### src/rtl/signal_phase_arbiter_if.sv
// Bus between the phase arbiter and the approach sensors / lamp drivers.
// Signalling contract: req is a level per approach, sampled on every rising
// clock edge and never latched; grant_valid is high exactly while grant_id
// names the approach holding GREEN or YELLOW; phase_start pulses for one cycle
// with the first green cycle of each grant. There is no back-pressure.
interface signal_phase_arbiter_if #(
    parameter int N = 4
);
    localparam int IW = (N > 1) ? $clog2(N) : 1;

    logic [N-1:0]   req;
    logic [2*N-1:0] light;
    logic [IW-1:0]  grant_id;
    logic           grant_valid;
    logic           phase_start;
    logic [1:0]     fsm_state;

    // Sensor / lamp-driver side
    modport master (
        output req,
        input  light, grant_id, grant_valid, phase_start, fsm_state
    );

    // Arbiter side
    modport slave (
        input  req,
        output light, grant_id, grant_valid, phase_start, fsm_state
    );
endinterface

### src/rtl/signal_phase_arbiter.sv
// Round-robin phase scheduler for an N-approach intersection: one approach at
// a time goes green -> yellow -> all-red, with min/max green and fixed
// clearance intervals. fsm_state on the bus exposes the controller state.
module signal_phase_arbiter #(
    parameter int N         = 4,
    parameter int CW        = 16,
    parameter int GREEN_MIN = 4,
    parameter int GREEN_MAX = 8,
    parameter int YELLOW_T  = 2,
    parameter int ALLRED_T  = 1
) (
    input  logic                  clock,
    input  logic                  clear,
    signal_phase_arbiter_if.slave bus
);
    localparam int IW = (N > 1) ? $clog2(N) : 1;

    localparam logic [1:0] S_IDLE   = 2'd0;
    localparam logic [1:0] S_GREEN  = 2'd1;
    localparam logic [1:0] S_YELLOW = 2'd2;
    localparam logic [1:0] S_ALLRED = 2'd3;

    localparam logic [CW-1:0] G_MIN_L  = CW'(GREEN_MIN - 1);
    localparam logic [CW-1:0] G_MAX_L  = CW'(GREEN_MAX - 1);
    localparam logic [CW-1:0] Y_LAST   = CW'(YELLOW_T - 1);
    localparam logic [CW-1:0] AR_LAST  = CW'(ALLRED_T - 1);

    logic [1:0]     state;
    logic [CW-1:0]  timer;
    logic [IW-1:0]  ptr;
    logic [IW-1:0]  grant_id;
    logic [2*N-1:0] light;
    logic           grant_valid;
    logic           phase_start;

    logic [IW-1:0]  win;
    logic           any_req;
    logic [N-1:0]   masked_req;
    logic           other;
    logic           own;
    logic           green_exit;

    // First requesting approach at or above ptr, wrapping from N-1 to 0.
    always_comb begin
        logic [IW-1:0] cand;
        logic          found;
        win   = ptr;
        found = 1'b0;
        cand  = '0;
        for (int k = 0; k < N; k++) begin
            cand = IW'((int'(ptr) + k) % N);
            if (!found && bus.req[cand]) begin
                win   = cand;
                found = 1'b1;
            end
        end
    end

    // Competing demand and the green exit decision for the current holder.
    always_comb begin
        masked_req           = bus.req;
        masked_req[grant_id] = 1'b0;
        any_req    = |bus.req;
        other      = |masked_req;
        own        = bus.req[grant_id];
        green_exit = (timer >= G_MIN_L) && other && (!own || (timer == G_MAX_L));
    end

    // Phase sequencer; every output is a register updated here.
    always_ff @(posedge clock or posedge clear) begin
        if (clear) begin
            state       <= S_IDLE;
            timer       <= '0;
            ptr         <= '0;
            grant_id    <= '0;
            light       <= '0;
            grant_valid <= 1'b0;
            phase_start <= 1'b0;
        end else begin
            phase_start <= 1'b0;
            case (state)
                S_IDLE: begin
                    if (any_req) begin
                        state              <= S_GREEN;
                        grant_id           <= win;
                        timer              <= '0;
                        phase_start        <= 1'b1;
                        grant_valid        <= 1'b1;
                        light              <= '0;
                        light[{win, 1'b0} +: 2] <= 2'b10;
                    end
                end
                S_GREEN: begin
                    if (green_exit) begin
                        state <= S_YELLOW;
                        timer <= '0;
                        light <= '0;
                        light[{grant_id, 1'b0} +: 2] <= 2'b01;
                    end else if (timer != G_MAX_L) begin
                        timer <= timer + 1'b1;
                    end
                end
                S_YELLOW: begin
                    if (timer == Y_LAST) begin
                        state       <= S_ALLRED;
                        timer       <= '0;
                        light       <= '0;
                        grant_valid <= 1'b0;
                        ptr         <= (grant_id == IW'(N - 1)) ? '0 : grant_id + 1'b1;
                    end else begin
                        timer <= timer + 1'b1;
                    end
                end
                default: begin
                    // All-red clearance; ptr already points past the last holder.
                    if (timer == AR_LAST) begin
                        timer <= '0;
                        if (any_req) begin
                            state              <= S_GREEN;
                            grant_id           <= win;
                            phase_start        <= 1'b1;
                            grant_valid        <= 1'b1;
                            light              <= '0;
                            light[{win, 1'b0} +: 2] <= 2'b10;
                        end else begin
                            state <= S_IDLE;
                        end
                    end else begin
                        timer <= timer + 1'b1;
                    end
                end
            endcase
        end
    end

    assign bus.light       = light;
    assign bus.grant_id    = grant_id;
    assign bus.grant_valid = grant_valid;
    assign bus.phase_start = phase_start;
    assign bus.fsm_state   = state;
endmodule
### src/flat_wrapper.sv
// flat-port wrapper written by rule: the top's interface ports become plain ports
module signal_phase_arbiter_flat 
#(
    parameter int N         = 4,
    parameter int CW        = 16,
    parameter int GREEN_MIN = 4,
    parameter int GREEN_MAX = 8,
    parameter int YELLOW_T  = 2,
    parameter int ALLRED_T  = 1
)
  (clock, clear, bus_req, bus_light, bus_grant_id, bus_grant_valid, bus_phase_start, bus_fsm_state);
  signal_phase_arbiter_if #(.N(N)) bus_i ();
  input  logic clock;
  input  logic clear;
  input wire logic [$bits(bus_i.req)-1:0] bus_req;
  output wire logic [$bits(bus_i.light)-1:0] bus_light;
  output wire logic [$bits(bus_i.grant_id)-1:0] bus_grant_id;
  output wire logic [$bits(bus_i.grant_valid)-1:0] bus_grant_valid;
  output wire logic [$bits(bus_i.phase_start)-1:0] bus_phase_start;
  output wire logic [$bits(bus_i.fsm_state)-1:0] bus_fsm_state;
  assign bus_i.req = bus_req;
  assign bus_light = bus_i.light;
  assign bus_grant_id = bus_i.grant_id;
  assign bus_grant_valid = bus_i.grant_valid;
  assign bus_phase_start = bus_i.phase_start;
  assign bus_fsm_state = bus_i.fsm_state;
  signal_phase_arbiter #(.N(N), .CW(CW), .GREEN_MIN(GREEN_MIN), .GREEN_MAX(GREEN_MAX), .YELLOW_T(YELLOW_T), .ALLRED_T(ALLRED_T)) u_core (.clock(clock), .clear(clear), .bus(bus_i));
endmodule
### config.mk
export PLATFORM = sky130hd
export DESIGN_NAME = signal_phase_arbiter_flat
export DESIGN_NICKNAME = d
export VERILOG_FILES = /design/src/rtl/signal_phase_arbiter_if.sv /design/src/rtl/signal_phase_arbiter.sv /design/src/flat_wrapper.sv
export SDC_FILE = /design/constraint.sdc
export NUM_CORES = 1
export LEC_CHECK = 0
export CAP_MARGIN = 0
export CORE_ASPECT_RATIO = 0.7
export CORE_MARGIN = 4
export CORE_UTILIZATION = 65
export CTS_BUF_LIST = sky130_fd_sc_hd__clkbuf_4 sky130_fd_sc_hd__clkbuf_8
export CTS_CLUSTER_SIZE = 8
export DETAILED_ROUTE_END_ITERATION = 16
export DONT_BUFFER_PORTS = 1
export PLACE_DENSITY = 0.84
export SETUP_SLACK_MARGIN = 0.3
export SLEW_MARGIN = 15
export SYNTH_ARGS = -nofsm -noshare
export SYNTH_HDL_FRONTEND = slang
export SYNTH_SLANG_ARGS = --single-unit
### constraint.sdc
create_clock -name clock -period 2.7 [get_ports clock]
set_clock_uncertainty 0.2 [all_clocks]
set_input_delay 0.405 -clock clock [delete_from_list [all_inputs] [get_ports clock]]
set_output_delay 0.405 -clock clock [all_outputs]
set_load 0.02 [all_outputs]
# After elaboration in Yosys (flattened, before gate mapping)

Index checks and enable logic that the tools add are counted.

Register bits: 32
Input bits: 6
Word-level logic and storage cells: 112
Output and inout port bits: 14

Equality and inequality tests: 10
Bitwise logic cells: 6
Add/subtract/negate cells: 7
Reduce and logical (&&, ||, !) cells: 25
$lt $le $gt $ge: 7
Mux-type cells: 46
Shift-type cells: 4

Operator list:

| cell                                                               | number |
|---|---|
| two-way mux 16 bit                                                 | 5 |
| case mux 16 bit (3 select lines)                                   | 1 |
| two-way mux 8 bit                                                  | 4 |
| case mux 8 bit (3 select lines)                                    | 1 |
| two-way mux 2 bit                                                  | 10 |
| adder 16 x 1 -> 16 bit, second input constant                      | 1 |
| bitwise AND 8 bit                                                  | 2 |
| equality test 16 x 1 -> 1 bit, second input constant               | 1 |
| equality test 16 x 3 -> 1 bit, second input constant               | 1 |
| greater-or-equal comparator 16 x 2 -> 1 bit, second input constant | 1 |
| zero test 16 bit                                                   | 1 |
| inequality test 16 x 3 -> 1 bit, second input constant             | 1 |
| variable shift 2 x 5 -> 8 bit, first input constant                | 2 |
| variable part select 2 x 5 -> 8 bit, first input constant          | 2 |
| < comparator 2 x 3 -> 1 bit, second input constant                 | 5 |
| two-way mux 1 bit                                                  | 15 |
| binary-select mux 1 bit (select 2 bit)                             | 5 |
| negation 3 -> 5 bit                                                | 2 |
| OR reduction 4 bit                                                 | 2 |
| logical AND 1 bit                                                  | 6 |
| inequality test 2 x 1 -> 1 bit, second input constant              | 3 |
| case mux 2 bit (3 select lines)                                    | 1 |
| AND reduction 2 bit                                                | 3 |
| AND reduction 3 bit                                                | 2 |
| 21 further kinds                                                   | 28 |

# Longest topological paths before layout

Depth after elaboration: 18
Mapped depth: 8
Gate-level depth less buffers: 8

# Worst setup path before layout

No wires, ideal clock.

Kind: register -> register
Start: register u_core.grant_id[0], in the netlist u_core.bus.grant_id[0]
End: register u_core.light[0], in the netlist u_core.bus.light[0]
Clock period less this slack: 2,370 ps
Cell stages (with the launch flop): 9
Library setup time: 125 ps
Required time: 2,375 ps
Data arrival time: 2,045 ps
Setup slack: 330 ps
Path buffers: 0
Cell sequence: dfrtp_1 -> inv_1 -> ha_1 -> or2b_2 -> o2111ai_4 -> o211ai_4 -> a21oi_4 -> o21ai_4 -> mux2_4

Cells in the longest elaborated chain, start to end: 11
Elaborated cells between the ends (all ways): 22
Classes of those cells: 1 x add/sub; 2 x order compare; 1 x eq/ne; 2 x shift; 6 x mux; 3 x bitwise; 7 x reduce/logical

Ends and longest elaborated chain:

| element                                                                                                                | RTL line                    | source |
|---|---|---|
| start, declared                                                                                                        | signal_phase_arbiter.sv:31  | `logic [IW-1:0] grant_id;` |
| start signal, assigned                                                                                                 | signal_phase_arbiter.sv:85  | `grant_id <= win;` |
| start signal, assigned                                                                                                 | signal_phase_arbiter.sv:120 | `grant_id <= win;` |
| < comparator 2 x 3 -> 1 bit (implied by the code) / greater-or-equal comparator 2 x 1 -> 1 bit (equally long branches) | signal_phase_arbiter.sv:62  | `masked_req[grant_id] = 1'b0;` |
| logical AND 1 bit (implied by the code)                                                                                | signal_phase_arbiter.sv:62  |  |
| two-way mux 1 bit (implied by the code)                                                                                | signal_phase_arbiter.sv:62  |  |
| demux 1 bit (select 2 bit)                                                                                             | --                          |  |
| NOT 4 bit (no line)                                                                                                    | --                          |  |
| bitwise AND 4 bit (no line)                                                                                            | --                          |  |
| OR reduction 4 bit                                                                                                     | signal_phase_arbiter.sv:64  | `other = \|masked_req;` |
| logical AND 1 bit (2 in series)                                                                                        | signal_phase_arbiter.sv:66  | `green_exit = (timer >= G_MIN_L) && other && (!own \|\| (timer == G_MAX_L));` |
| inequality test 2 x 1 -> 1 bit (no line)                                                                               | --                          |  |
| AND reduction 3 bit (no line)                                                                                          | --                          |  |
| end signal, assigned                                                                                                   | signal_phase_arbiter.sv:76  | `light <= '0;` |
| end signal, assigned                                                                                                   | signal_phase_arbiter.sv:89  | `light <= '0;` |
| end signal, assigned by index                                                                                          | signal_phase_arbiter.sv:90  | `light[{win, 1'b0} +: 2] <= 2'b10;` |
| end, declared                                                                                                          | signal_phase_arbiter.sv:32  | `logic [2*N-1:0] light;` |

Parallel ways exist; a longest one is shown, timed or not. The select of a mux whose other input is x is not followed.
A chain may end at the register's enable or synchronous reset.

# Worst setup path after layout

Start: register u_core.timer[4]
End: register u_core.light[7], in the netlist u_core.bus.light[7]

Cells in the longest elaborated chain, start to end: 5
Elaborated cells between the ends (all ways): 11
Classes of those cells: 1 x order compare; 4 x eq/ne; 6 x reduce/logical

Ends and longest elaborated chain:

| element                                                                                             | RTL line                    | source |
|---|---|---|
| start, declared                                                                                     | signal_phase_arbiter.sv:29  | `logic [CW-1:0] timer;` |
| start signal, assigned                                                                              | signal_phase_arbiter.sv:100 | `timer <= timer + 1'b1;` |
| start signal, assigned                                                                              | signal_phase_arbiter.sv:111 | `timer <= timer + 1'b1;` |
| start signal, assigned                                                                              | signal_phase_arbiter.sv:129 | `timer <= timer + 1'b1;` |
| greater-or-equal comparator 16 x 2 -> 1 bit / equality test 16 x 3 -> 1 bit (equally long branches) | signal_phase_arbiter.sv:66  |  |
| logical AND 1 bit / logical OR 1 bit (equally long branches)                                        | signal_phase_arbiter.sv:66  |  |
| logical AND 1 bit                                                                                   | signal_phase_arbiter.sv:66  |  |
| inequality test 2 x 1 -> 1 bit (no line)                                                            | --                          |  |
| AND reduction 3 bit (no line) *                                                                     | --                          |  |

Mark *: on every way between the ends. The rest lies on a longest branch, timed or not.

==> impl_metrics.json <==
{
  "num_rows": 17,
  "setup_viol": 0,
  "gr-usage-met1_pct": 37.2,
  "met3_usage_pct": 8.99,
  "ant_nets": 0,
  "cts_root_buf": "clkbuf_8",
  "use_met2_pct": 37.2,
  "hpwl_um": 3890,
  "area_growth_pct": 16.1,
  "htreeDepth": 2,
  "clkLatencyLatePin_ps": 290,
  "critPathKind": "register to register",
  "cts_sinks": 32,
  "synth_xor_xnor_area_share_pct": 0,
  "async_reset_ff_share_pct": 100,
  "relSlewSlack_pct": 56.2,
  "worst-path-max-fanout": 8,
  "fp.coreArea_mm2": 0.00323,
  "rrSetupSlack_ps": 330,
  "drtPass1Iterations": 6,
  "internal_power_mw": 1.70,
  "grt_pass1_vias": 1765,
  "clockBufferDepth": 2,
  "drcViolationCount": 0,
  "drt_iter0_drc": 233,
  "power_switching_mw": 1.42,
  "netSwitchingFraction_pct": 45.4,
  "fin_nets": 261,
  "start_kind": "register",
  "seq_power_share_pct": 27.1,
  "synth_compound_area_share_pct": 19.8,
  "synth_top_family_by_area": "simple AND/OR/NAND/NOR gates",
  "yosysWarnings": 0,
  "fin_crit_ps": 2370,
  "post-route-period-util_pct": 87.8,
  "total_power_mw": 3.12,
  "pwr-share-clk_pct": 12.1,
  "synth.avg_cell_area_um2": 10.1,
  "dieArea_mm2": 0.00448,
  "grt_use_total_pct": 26.1,
  "synth_edf_count": 0,
  "avgRoutedWirePerCell_um": 20.2,
  "synth.area.mux_share_pct": 8.91,
  "path_clk_slew_ps": 60,
  "grt.overflow.total": 0,
  "synth_fp_nets": 240,
  "power.density_mw_per_mm2": 1200,
  "synthCells": 222,
  "drv_cap": 0,
  "io_buffers": 0,
  "cts_tree": "built",
  "num-fill-cells": 196,
  "yosysUniqueCellTypes": 59,
  "synthSimpleGateAreaFrac_pct": 24.0,
  "synth_ff_type": "dfrtp_1",
  "antenna_found_initial": 0,
  "seq_area_frac_synth_pct": 35.6,
  "drive_gt1_share_pct": 31.1,
  "via_count": 1985,
  "multiInputGateArea_mm2": 0.00145,
  "p_leak_nw": 1.14,
  "max_freq_ghz": 0.422,
  "status": "complete, no violations",
  "rsz0062_at_grt": "true",
  "cp.required_ps": 2680,
  "finalMaxSlewViolations": 0,
  "tightestPinTransition_ps": 651,
  "cts_made_buffers": 5,
  "arrival_ps": 2350,
  "yosys.area_share.adder_pct": 6.68,
  "top_usage_layer": "met1",
  "grt_max_degree": 24,
  "ir_drop_uv": 898,
  "syn_area_mm2": 0.00225,
  "place.gp.congestion": 0.955,
  "drt-total-wl_um": 5880,
  "grt_pass1_wl_um": 8990,
  "io-pin-count": 20,
  "pwr-share-comb_pct": 60.8,
  "r2r_cells": 7,
  "fp.dieW_um": 78.3,
  "hold_viol_final": 0,
  "via_per_inst": 6.82,
  "yosys_register_bits": 32,
  "start_util_pct": 69.5,
  "diodes": 0,
  "seqCellArea_um2": 811,
  "die_h_um": 57.2,
  "hp-class": "primary input to asynchronous set/reset pin",
  "fin_tns_setup_ps": 0,
  "cp-end-kind": "register"
}
## metrics by stage
stage | std cells | worst slack (ps) | area, µm² | util, % | hold WS (ps)
global route | 291 | 263 | 2610 | 80.7 | 350
detailed placement | 269 | 120 | 2300 | 71.0 | 75.4
global placement | 269 | 281 | 2300 | 71.0 | 59.2
floorplan | 222 | 330 | 2250 | - | 284
CTS | 285 | 300 | 2480 | 76.8 | 309
finish | 291 | 331 | 2610 | 80.7 | 326
## cell families after synthesis
group           Yosys count
compound gates           55
fa+ha+maj                12
buf+inv                  22
flops                    32
mux                      14
simple gates             87
## cell usage in the layout (no fill, tap or decap), drive strengths merged, types with 5 or more instances in the layout
cell	netlist	routed
inv	16	16
a21oi	13	13
and3	7	7
dfrtp	32	32
mux2	12	12
nor3b	5	5
buf	4	17
nand4	8	8
a22o	6	6
nor2	13	13
nand3	7	7
nand2	18	18
ha	12	12
nor3	8	8
clkbuf	0	6
o21ai	14	14
## critical path, stage by stage (launching register included)
cell,delay [ps]
dfrtp_1,460
nor4_4,310
buf_4,190
nand4_1,120
a22o_1,290
a21oi_4,180
o21ai_4,160
mux2_4,330
## power by group through the flow
stage / logic (mW) / registers (mW) / clock network (mW)
global route: 2.02 / 0.862 / 0.412
floorplan: 1.22 / 0.797 / 0
finish: 1.90 / 0.845 / 0.377
global placement: 1.43 / 0.815 / 0
detailed placement: 1.50 / 0.827 / 0
CTS: 1.66 / 0.827 / 0.381
## final cells by class
cell class | count | area share [%]
well taps | 47 | 2.25
repair buffers | 18 | 5.28
clock buffers | 6 | 3.17
flip-flops and latches | 32 | 31.1
multi-input cells | 169 | 55.4
clock inverters | 2 | 0.384
inverters | 17 | 2.45
## sequential cells by signal, summed over array words and instances, names as in the netlist
name / cells
u_core.bus.fsm_state: 2
u_core.bus.grant_id: 2
u_core.bus.light: 8
u_core.ptr: 2
u_core.bus.phase_start: 1
u_core.timer: 16
u_core.bus.grant_valid: 1
## what timing repair did
| item | 4_1_cts | 5_1_grt |
|---|---|---|
| hold buffers | 1 | 0 |
| gates cloned | 0 | 1 |
| pin swaps | 4 | 7 |
| setup buffers | 7 | 5 |
| endpoints found under the setup margin | 20 | 24 |
| endpoints found under the hold margin | 9 | 0 |
| gates resized for setup | 10 | 17 |
## synthesized netlist by cell type (2+ instances only)
cell / instances / area, µm²
o21ai_0: 12 / 60.1
and3_1: 5 / 31.3
nor3b_1: 5 / 37.5
inv_1: 16 / 60.1
mux2_2: 3 / 33.8
dfrtp_1: 32 / 801
nand3_1: 7 / 35.0
a22o_1: 6 / 52.6
nand2_1: 18 / 67.6
nor2b_1: 3 / 18.8
or2b_1: 2 / 15.0
o22ai_1: 2 / 12.5
mux2_4: 8 / 120
and3_2: 2 / 15.0
nor3_1: 8 / 40.0
ha_1: 12 / 150
nand4_1: 8 / 50.1
buf_2: 2 / 10.0
nor2_1: 12 / 45.0
o31ai_1: 3 / 22.5
and4_2: 2 / 20.0
a21oi_1: 12 / 60.1
o2bb2ai_1: 3 / 26.3
nor4_4: 3 / 63.8
nor4bb_1: 2 / 20.0
## worst paths after layout
| check | startpoint | end |
|---|---|---|
| worst max-delay path | u_core.timer[4]$_DFFE_PP0P_ | u_core.bus.light[7]$_DFFE_PP0P_ |
| worst min-delay path | clear | u_core.bus.light[2]$_DFFE_PP0P_ |
| worst max register to register | u_core.timer[4]$_DFFE_PP0P_ | u_core.bus.light[7]$_DFFE_PP0P_ |
| worst min register to register | u_core.ptr[0]$_DFFE_PP0P_ | u_core.ptr[0]$_DFFE_PP0P_ |
| max in group asynchronous | clear | u_core.timer[0]$_DFFE_PP0P_ |
| min in group clock | bus_req[3] | u_core.bus.phase_start$_DFF_PP0_ |
## metal layers
metal,vias up,share of wire [%]
met2,143,43
li1,866,-
met4,0,3.4
met5,-,0
met3,33,11
met1,943,42
(Power assumes the default switching activity.)
